==> src/rtl/systolic_pkg.sv <==
// Shared constants for the systolic array: default operand/accumulator widths and the
// arithmetic-mode selectors used by both the PE and the array top.
package systolic_pkg;

  localparam int unsigned AccGuardBits = 4;

  // Accumulator width: a full-precision product plus guard bits for tile growth.
  function automatic int unsigned acc_width(input int unsigned dw, input int unsigned guard);
    return 2 * dw + guard;
  endfunction

  localparam int unsigned DefaultDataWidth = 8;
  localparam int unsigned DefaultAccWidth  = acc_width(DefaultDataWidth, AccGuardBits);

  localparam bit ModeUnsigned = 1'b0;
  localparam bit ModeSigned   = 1'b1;

endpackage

==> src/rtl/pe_mac.sv <==
// Combinational multiply-accumulate for one PE: operand extension, product and tile add.
// With SYSTOLIC_PE_SAT_EN the add clamps to the accumulator range and flags saturation.
module pe_mac
  import systolic_pkg::*;
#(
  parameter int unsigned DATAWIDTH = DefaultDataWidth,
  parameter int unsigned ACCWIDTH  = acc_width(DATAWIDTH, AccGuardBits),
  parameter bit          SIGNED    = ModeUnsigned
) (
  input  logic [DATAWIDTH-1:0] a_i,
  input  logic [DATAWIDTH-1:0] b_i,
  input  logic                 first_i,
  input  logic [ACCWIDTH-1:0]  acc_i,
`ifdef SYSTOLIC_PE_SAT_EN
  output logic                 sat_o,
`endif
  output logic [ACCWIDTH-1:0]  acc_next_o
);

  localparam int unsigned ProdWidth = 2 * DATAWIDTH;

  logic [ProdWidth-1:0] a_ext;
  logic [ProdWidth-1:0] b_ext;
  logic [ProdWidth-1:0] prod;
  logic [ACCWIDTH-1:0]  prod_ext;
  logic [ACCWIDTH-1:0]  base;

  always_comb begin
    if (SIGNED) begin
      a_ext = {{DATAWIDTH{a_i[DATAWIDTH-1]}}, a_i};
      b_ext = {{DATAWIDTH{b_i[DATAWIDTH-1]}}, b_i};
    end else begin
      a_ext = {{DATAWIDTH{1'b0}}, a_i};
      b_ext = {{DATAWIDTH{1'b0}}, b_i};
    end
    // The low 2*DW bits of the extended product are exact in both modes.
    prod = a_ext * b_ext;
    if (SIGNED) begin
      prod_ext = ACCWIDTH'($signed(prod));
    end else begin
      prod_ext = ACCWIDTH'(prod);
    end
    base = first_i ? '0 : acc_i;
  end

`ifdef SYSTOLIC_PE_SAT_EN
  logic [ACCWIDTH:0] sum_wide;
  logic              over;

  always_comb begin
    sum_wide = {1'b0, base} + {1'b0, prod_ext};
    if (SIGNED) begin
      // Signed overflow: like-signed operands producing a result of the other sign.
      over = (base[ACCWIDTH-1] == prod_ext[ACCWIDTH-1]) &&
             (sum_wide[ACCWIDTH-1] != base[ACCWIDTH-1]);
    end else begin
      over = sum_wide[ACCWIDTH];
    end
    sat_o = over;
    if (!over) begin
      acc_next_o = sum_wide[ACCWIDTH-1:0];
    end else if (!SIGNED) begin
      acc_next_o = '1;
    end else if (base[ACCWIDTH-1]) begin
      acc_next_o = {1'b1, {(ACCWIDTH-1){1'b0}}};
    end else begin
      acc_next_o = {1'b0, {(ACCWIDTH-1){1'b1}}};
    end
  end
`else
  assign acc_next_o = base + prod_ext;
`endif

endmodule

==> src/rtl/systolic_pe_acc.sv <==
// Output-stationary systolic PE: forwards A east / B south, accumulates tiles, drains results.
// Define SYSTOLIC_PE_SAT_EN for saturating accumulation and the sticky ovf output.
module systolic_pe_acc
  import systolic_pkg::*;
#(
  parameter int unsigned DATAWIDTH = DefaultDataWidth,
  parameter int unsigned ACCWIDTH  = acc_width(DATAWIDTH, AccGuardBits),
  parameter bit          SIGNED    = ModeUnsigned
) (
  input  logic                 CLK,
  input  logic                 RSTn,
  input  logic [DATAWIDTH-1:0] a_in,
  input  logic [DATAWIDTH-1:0] b_in,
  input  logic                 in_valid,
  input  logic                 in_first,
  input  logic                 in_last,
  output logic [DATAWIDTH-1:0] a_out,
  output logic [DATAWIDTH-1:0] b_out,
  output logic                 valid_out,
  output logic                 first_out,
  output logic                 last_out,
  output logic [ACCWIDTH-1:0]  result,
  output logic                 result_valid,
  input  logic                 res_load,
  input  logic                 res_shift,
  input  logic [ACCWIDTH-1:0]  chain_in,
`ifdef SYSTOLIC_PE_SAT_EN
  output logic                 ovf,
`endif
  output logic [ACCWIDTH-1:0]  chain_out
);

  logic [DATAWIDTH-1:0] a_q;
  logic [DATAWIDTH-1:0] b_q;
  logic                 valid_q;
  logic                 first_q;
  logic                 last_q;
  logic [ACCWIDTH-1:0]  acc_q, acc_d;
  logic [ACCWIDTH-1:0]  result_q, result_d;
  logic                 result_valid_q, result_valid_d;
  logic [ACCWIDTH-1:0]  chain_q, chain_d;
  logic [ACCWIDTH-1:0]  acc_next;
  logic                 capture;
`ifdef SYSTOLIC_PE_SAT_EN
  logic                 sat;
  logic                 ovf_q, ovf_d;
`endif

  pe_mac #(
    .DATAWIDTH(DATAWIDTH),
    .ACCWIDTH (ACCWIDTH),
    .SIGNED   (SIGNED)
  ) u_mac (
    .a_i       (a_in),
    .b_i       (b_in),
    .first_i   (in_first),
    .acc_i     (acc_q),
`ifdef SYSTOLIC_PE_SAT_EN
    .sat_o     (sat),
`endif
    .acc_next_o(acc_next)
  );

  assign capture = in_valid & in_last;

  always_comb begin
    acc_d          = in_valid ? acc_next : acc_q;
    result_d       = capture ? acc_next : result_q;
    result_valid_d = capture;
    // Load samples result_q, so a same-cycle capture drains the previous tile's sum.
    if (res_load) begin
      chain_d = result_q;
    end else if (res_shift) begin
      chain_d = chain_in;
    end else begin
      chain_d = chain_q;
    end
`ifdef SYSTOLIC_PE_SAT_EN
    // A new tile clears the flag, but its own first add may set it again.
    ovf_d = ((in_valid && in_first) ? 1'b0 : ovf_q) | (in_valid & sat);
`endif
  end

  always_ff @(posedge CLK or negedge RSTn) begin
    if (!RSTn) begin
      a_q            <= '0;
      b_q            <= '0;
      valid_q        <= 1'b0;
      first_q        <= 1'b0;
      last_q         <= 1'b0;
      acc_q          <= '0;
      result_q       <= '0;
      result_valid_q <= 1'b0;
      chain_q        <= '0;
`ifdef SYSTOLIC_PE_SAT_EN
      ovf_q          <= 1'b0;
`endif
    end else begin
      a_q            <= a_in;
      b_q            <= b_in;
      valid_q        <= in_valid;
      first_q        <= in_first;
      last_q         <= in_last;
      acc_q          <= acc_d;
      result_q       <= result_d;
      result_valid_q <= result_valid_d;
      chain_q        <= chain_d;
`ifdef SYSTOLIC_PE_SAT_EN
      ovf_q          <= ovf_d;
`endif
    end
  end

  assign a_out        = a_q;
  assign b_out        = b_q;
  assign valid_out    = valid_q;
  assign first_out    = first_q;
  assign last_out     = last_q;
  assign result       = result_q;
  assign result_valid = result_valid_q;
  assign chain_out    = chain_q;
`ifdef SYSTOLIC_PE_SAT_EN
  assign ovf          = ovf_q;
`endif

endmodule

==> config.mk <==
export PLATFORM = sky130hd
export DESIGN_NAME = systolic_pe_acc
export DESIGN_NICKNAME = d
export VERILOG_FILES = /design/src/rtl/systolic_pkg.sv /design/src/rtl/pe_mac.sv /design/src/rtl/systolic_pe_acc.sv
export SDC_FILE = /design/constraint.sdc
export NUM_CORES = 1
export LEC_CHECK = 0
export ABC_AREA = 0
export CORE_UTILIZATION = 40
export CTS_CLUSTER_DIAMETER = 80
export DETAILED_ROUTE_END_ITERATION = 6
export GPL_TIMING_DRIVEN = 1
export PLACE_DENSITY = 0.7
export REMOVE_ABC_BUFFERS = 1
export SLEW_MARGIN = 20
export SYNTH_ARGS = -nofsm -noshare
export SYNTH_HDL_FRONTEND = slang
export SYNTH_SLANG_ARGS = --single-unit
==> constraint.sdc <==
create_clock -name CLK -period 8 [get_ports CLK]
set_input_delay 1.6 -clock CLK [delete_from_list [all_inputs] [get_ports CLK]]
set_output_delay 1.6 -clock CLK [all_outputs]
set_load 0.01 [all_outputs]
==> results by group <==
Hold path
  – Hold Path Class: reg2reg
  – Hold-critical path depth: 1

GRT
  – First-pass GRT wire length: 21.7 mm
  – Initial antenna violation count: 0
  – Total track usage: 18.9%
  – GRT overflow: 0
  – Vias in the first global route: 4425
  – Largest net degree at the start of global routing: 81

Synthesis
  – Share of the synthesized area in the top cell type: 34.5%
  – Post-synthesis cell count: between 500 and 600
  – Yosys top cell by area: dfrtp_1
  – Avg Synthesized Cell Area: 10.3 µm²
  – Synthesized cell area: 0.00580 mm²
  – Top FF cell, synth: dfrtp_1
  – Number of synthesized flops with an enable pin: 0
  – Async SR Flop Fraction: 100%
  – YS warnings: 0
  – Seq/Total Area, Yosys: 34.5%
  – Netlist cell types: 48
  – Yosys reg bits: 80
  – Synth area leaders: dfrtp_1 35%, fa_1 17%, ha_1 8.8%

Critical path
  – Buf+Inv Stages, Crit Path: 4
  – Crit path DAT: 6.80 ns
  – Worst path depth: 16
  – Most frequent CP cell: fa_1
  – CP max FO: 24
  – FF-to-FF path depth: 15
  – CP Class: in2reg
  – Critical-path cell list: clkdlybuf4s50_1, nand2b_1, fa_1, inv_1, fa_1, inv_1, fa_1, fa_1, inv_1, ha_1, a21o_2, a21oi_1, a21oi_1, o32ai_1, xor2_1, o21ai_0
  – Worst EP required: 8.21 ns
  – CP peak stage delay: 0.90 ns
  – Critical Path Sink Type: flip-flop
  – Worst setup SP type: primary input
  – Critical-path top delay cell: clkdlybuf4s50_1
  – Crit path max-delay family: adder cells

Timing
  – Clock skew: 0.00768 ns
  – Relative slew slack: 38.5%
  – Hold Fails Final Rpt: 0
  – Final worst path period share: between 80% and 90%
  – Count of final setup violators: 0
  – Final WS setup: 1.41 ns
  – Max-slew violation count: 0
  – Worst-Margin Slew: 0.920 ns
  – Setup TNS: 0 ns
  – Unrepaired setup endpoints after global routing: no
  – Fmax: around 0.15 GHz
  – Minimum clock period after layout: between 6 and 7 ns

Clock tree
  – Clock Root Buffer: clkbuf_16
  – CTS tree: built
  – Max clock buf depth: 2
  – Hold-fix buffers, CTS: 0
  – Clock sink count: 80
  – H-tree depth reported by CTS: 3
  – Worst skew pair latency: 0.35 ns
  – Post-CTS Repair Setup Buffers: 0
  – Reg clk slew, reported paths: 0.06 ns
  – CTS Buf Count: 9
  – Post-CTS Resized: 0

Floorplan
  – Ports: 103
  – Die width: around 120 µm
  – Die Height: approximately 120 µm
  – DIE AREA: 0.0150 mm²
  – Row count: 43
  – Initial Utilization: 41.4%
  – Core area: 0.0140 mm²

Drt
  – Final WL: 13.1 mm
  – Via count: between 4k and 5k
  – Routed Antenna Nets: 0
  – DR pass1 iterations: 4
  – DRC viols: 0
  – WL/cell: 15.4 µm
  – Vias per inst: 5.00
  – Starting DRT DRC Count: 165

Placed design
  – DP HPWL: 9.87 mm
  – Pre-CTS setup slack: 1.09 ns
  – IO Port Bufs: 102
  – Routability Congestion: 0.836

Flow run
  – Max_cap viols: 0

Power
  – Pwr per Cell Area: 341 mW/mm²
  – Leak Pwr: approximately 3.5 nW
  – Design Power: about 2.5 mW
  – Max VDD drop: 166 µV

Outcome
  – Status: completed

Layout
  – Diodes inserted: 0
  – Multi-input gate area: 0.00342 mm²
  – Layout cells sized above 1: under 10%
  – Reg area: 0.00200 mm²
  – Fill cell count: ~1.3k
  – Area growth syn-to-layout: 25.5%
  – Final #Nets: 797
## power by group
group	leakage, nW	internal (mW)	switching, mW	total, mW
registers	0.964	0.537	0.0814	0.619
clock network	0.132	0.210	0.176	0.386
logic	2.38	0.677	0.797	1.47
total	3.47	1.42	1.05	2.48
## layer usage
metal  part of all wire [%]  track usage, %
met5                      0               0
met2                     51            32.9
met3                    4.0            3.02
met4                    1.5            7.32
met1                     43            23.3
## cells by family after synthesis
group	Yosys count	synth area share, %
DFF	80	34.5
xor gates and xnor gates	11	1.66
muxes	51	9.52
adders and majority gates	91	26.1
buffers and inverters	101	6.56
AOI/OAI and AO/OA	72	8.03
and+or+nand+nor	155	13.6
## final timing paths
kind,slack (ns),from,to
max,1.41,in_first,result[16]
min reg2reg,0.50,acc_q[17],acc_q[17]
max reg2reg,3.51,acc_q[6],result[16]
max in group asynchronous,6.19,RSTn,a_out[7]
min,0.50,acc_q[17],acc_q[17]
min in group asynchronous,1.30,RSTn,first_out
## worst reg2reg max path, delay by kind of cell (launching register included)
kind	cells	cell delay [ns]
flip-flops	1	0.37
buffers and inverters	3	0.14
XOR/XNOR	1	0.25
AND/OR/NAND/NOR	1	0.08
adder cells (fa/ha/maj)	5	2.36
AO/OA/AOI/OAI	5	1.18
## final cells by class
class / instances / area share, %
clock inverter: 6 / 0.602
sequential: 80 / 27.5
multi-input combinational: 380 / 47.0
tap: 180 / 3.10
inverter: 88 / 4.54
clock buffer: 9 / 3.10
timing repair buffer: 104 / 14.2
## registers in the layout (all words and copies together) (netlist names)
name and count:
acc_q 20, chain_out 20, result 20, a_out 8
b_out 8, first_out 1, last_out 1, result_valid 1
valid_out 1
## cells in the final DEF (no fill, tap or decap), types with 17 or more instances in the layout
master           count
and2_1              40
clkdlybuf4s50_1    100
dfrtp_1             80
fa_1                50
ha_1                41
inv_1               87
mux2_2              29
mux2i_1             21
nand2_1             66
nor2_1              17
o21ai_0             28
## synth_stat cells, types with 9 or more instances
| cell type | number |
|---|---|
| nand2b_1 | 10 |
| clkbuf_1 | 10 |
| dfrtp_1 | 80 |
| mux2i_1 | 21 |
| and2_1 | 40 |
| mux2_2 | 29 |
| a21oi_1 | 16 |
| nor2b_1 | 9 |
| nor2_1 | 17 |
| o21ai_0 | 28 |
| fa_1 | 50 |
| nand2_1 | 66 |
| ha_1 | 41 |
| inv_1 | 87 |
## metrics by stage
step                hold slack (ns)  cell area (µm²)  instances  util (%)
floorplan                     0.441             5750        548         -
detailed placement            0.487             7010        832      50.1
finish                        0.499             7270        847      52.0
global route                  0.531             7270        847      52.0
CTS                           0.501             7280        847      52.0
global placement              0.467             7010        832      50.1
Power figures use the tool's default switching activity.
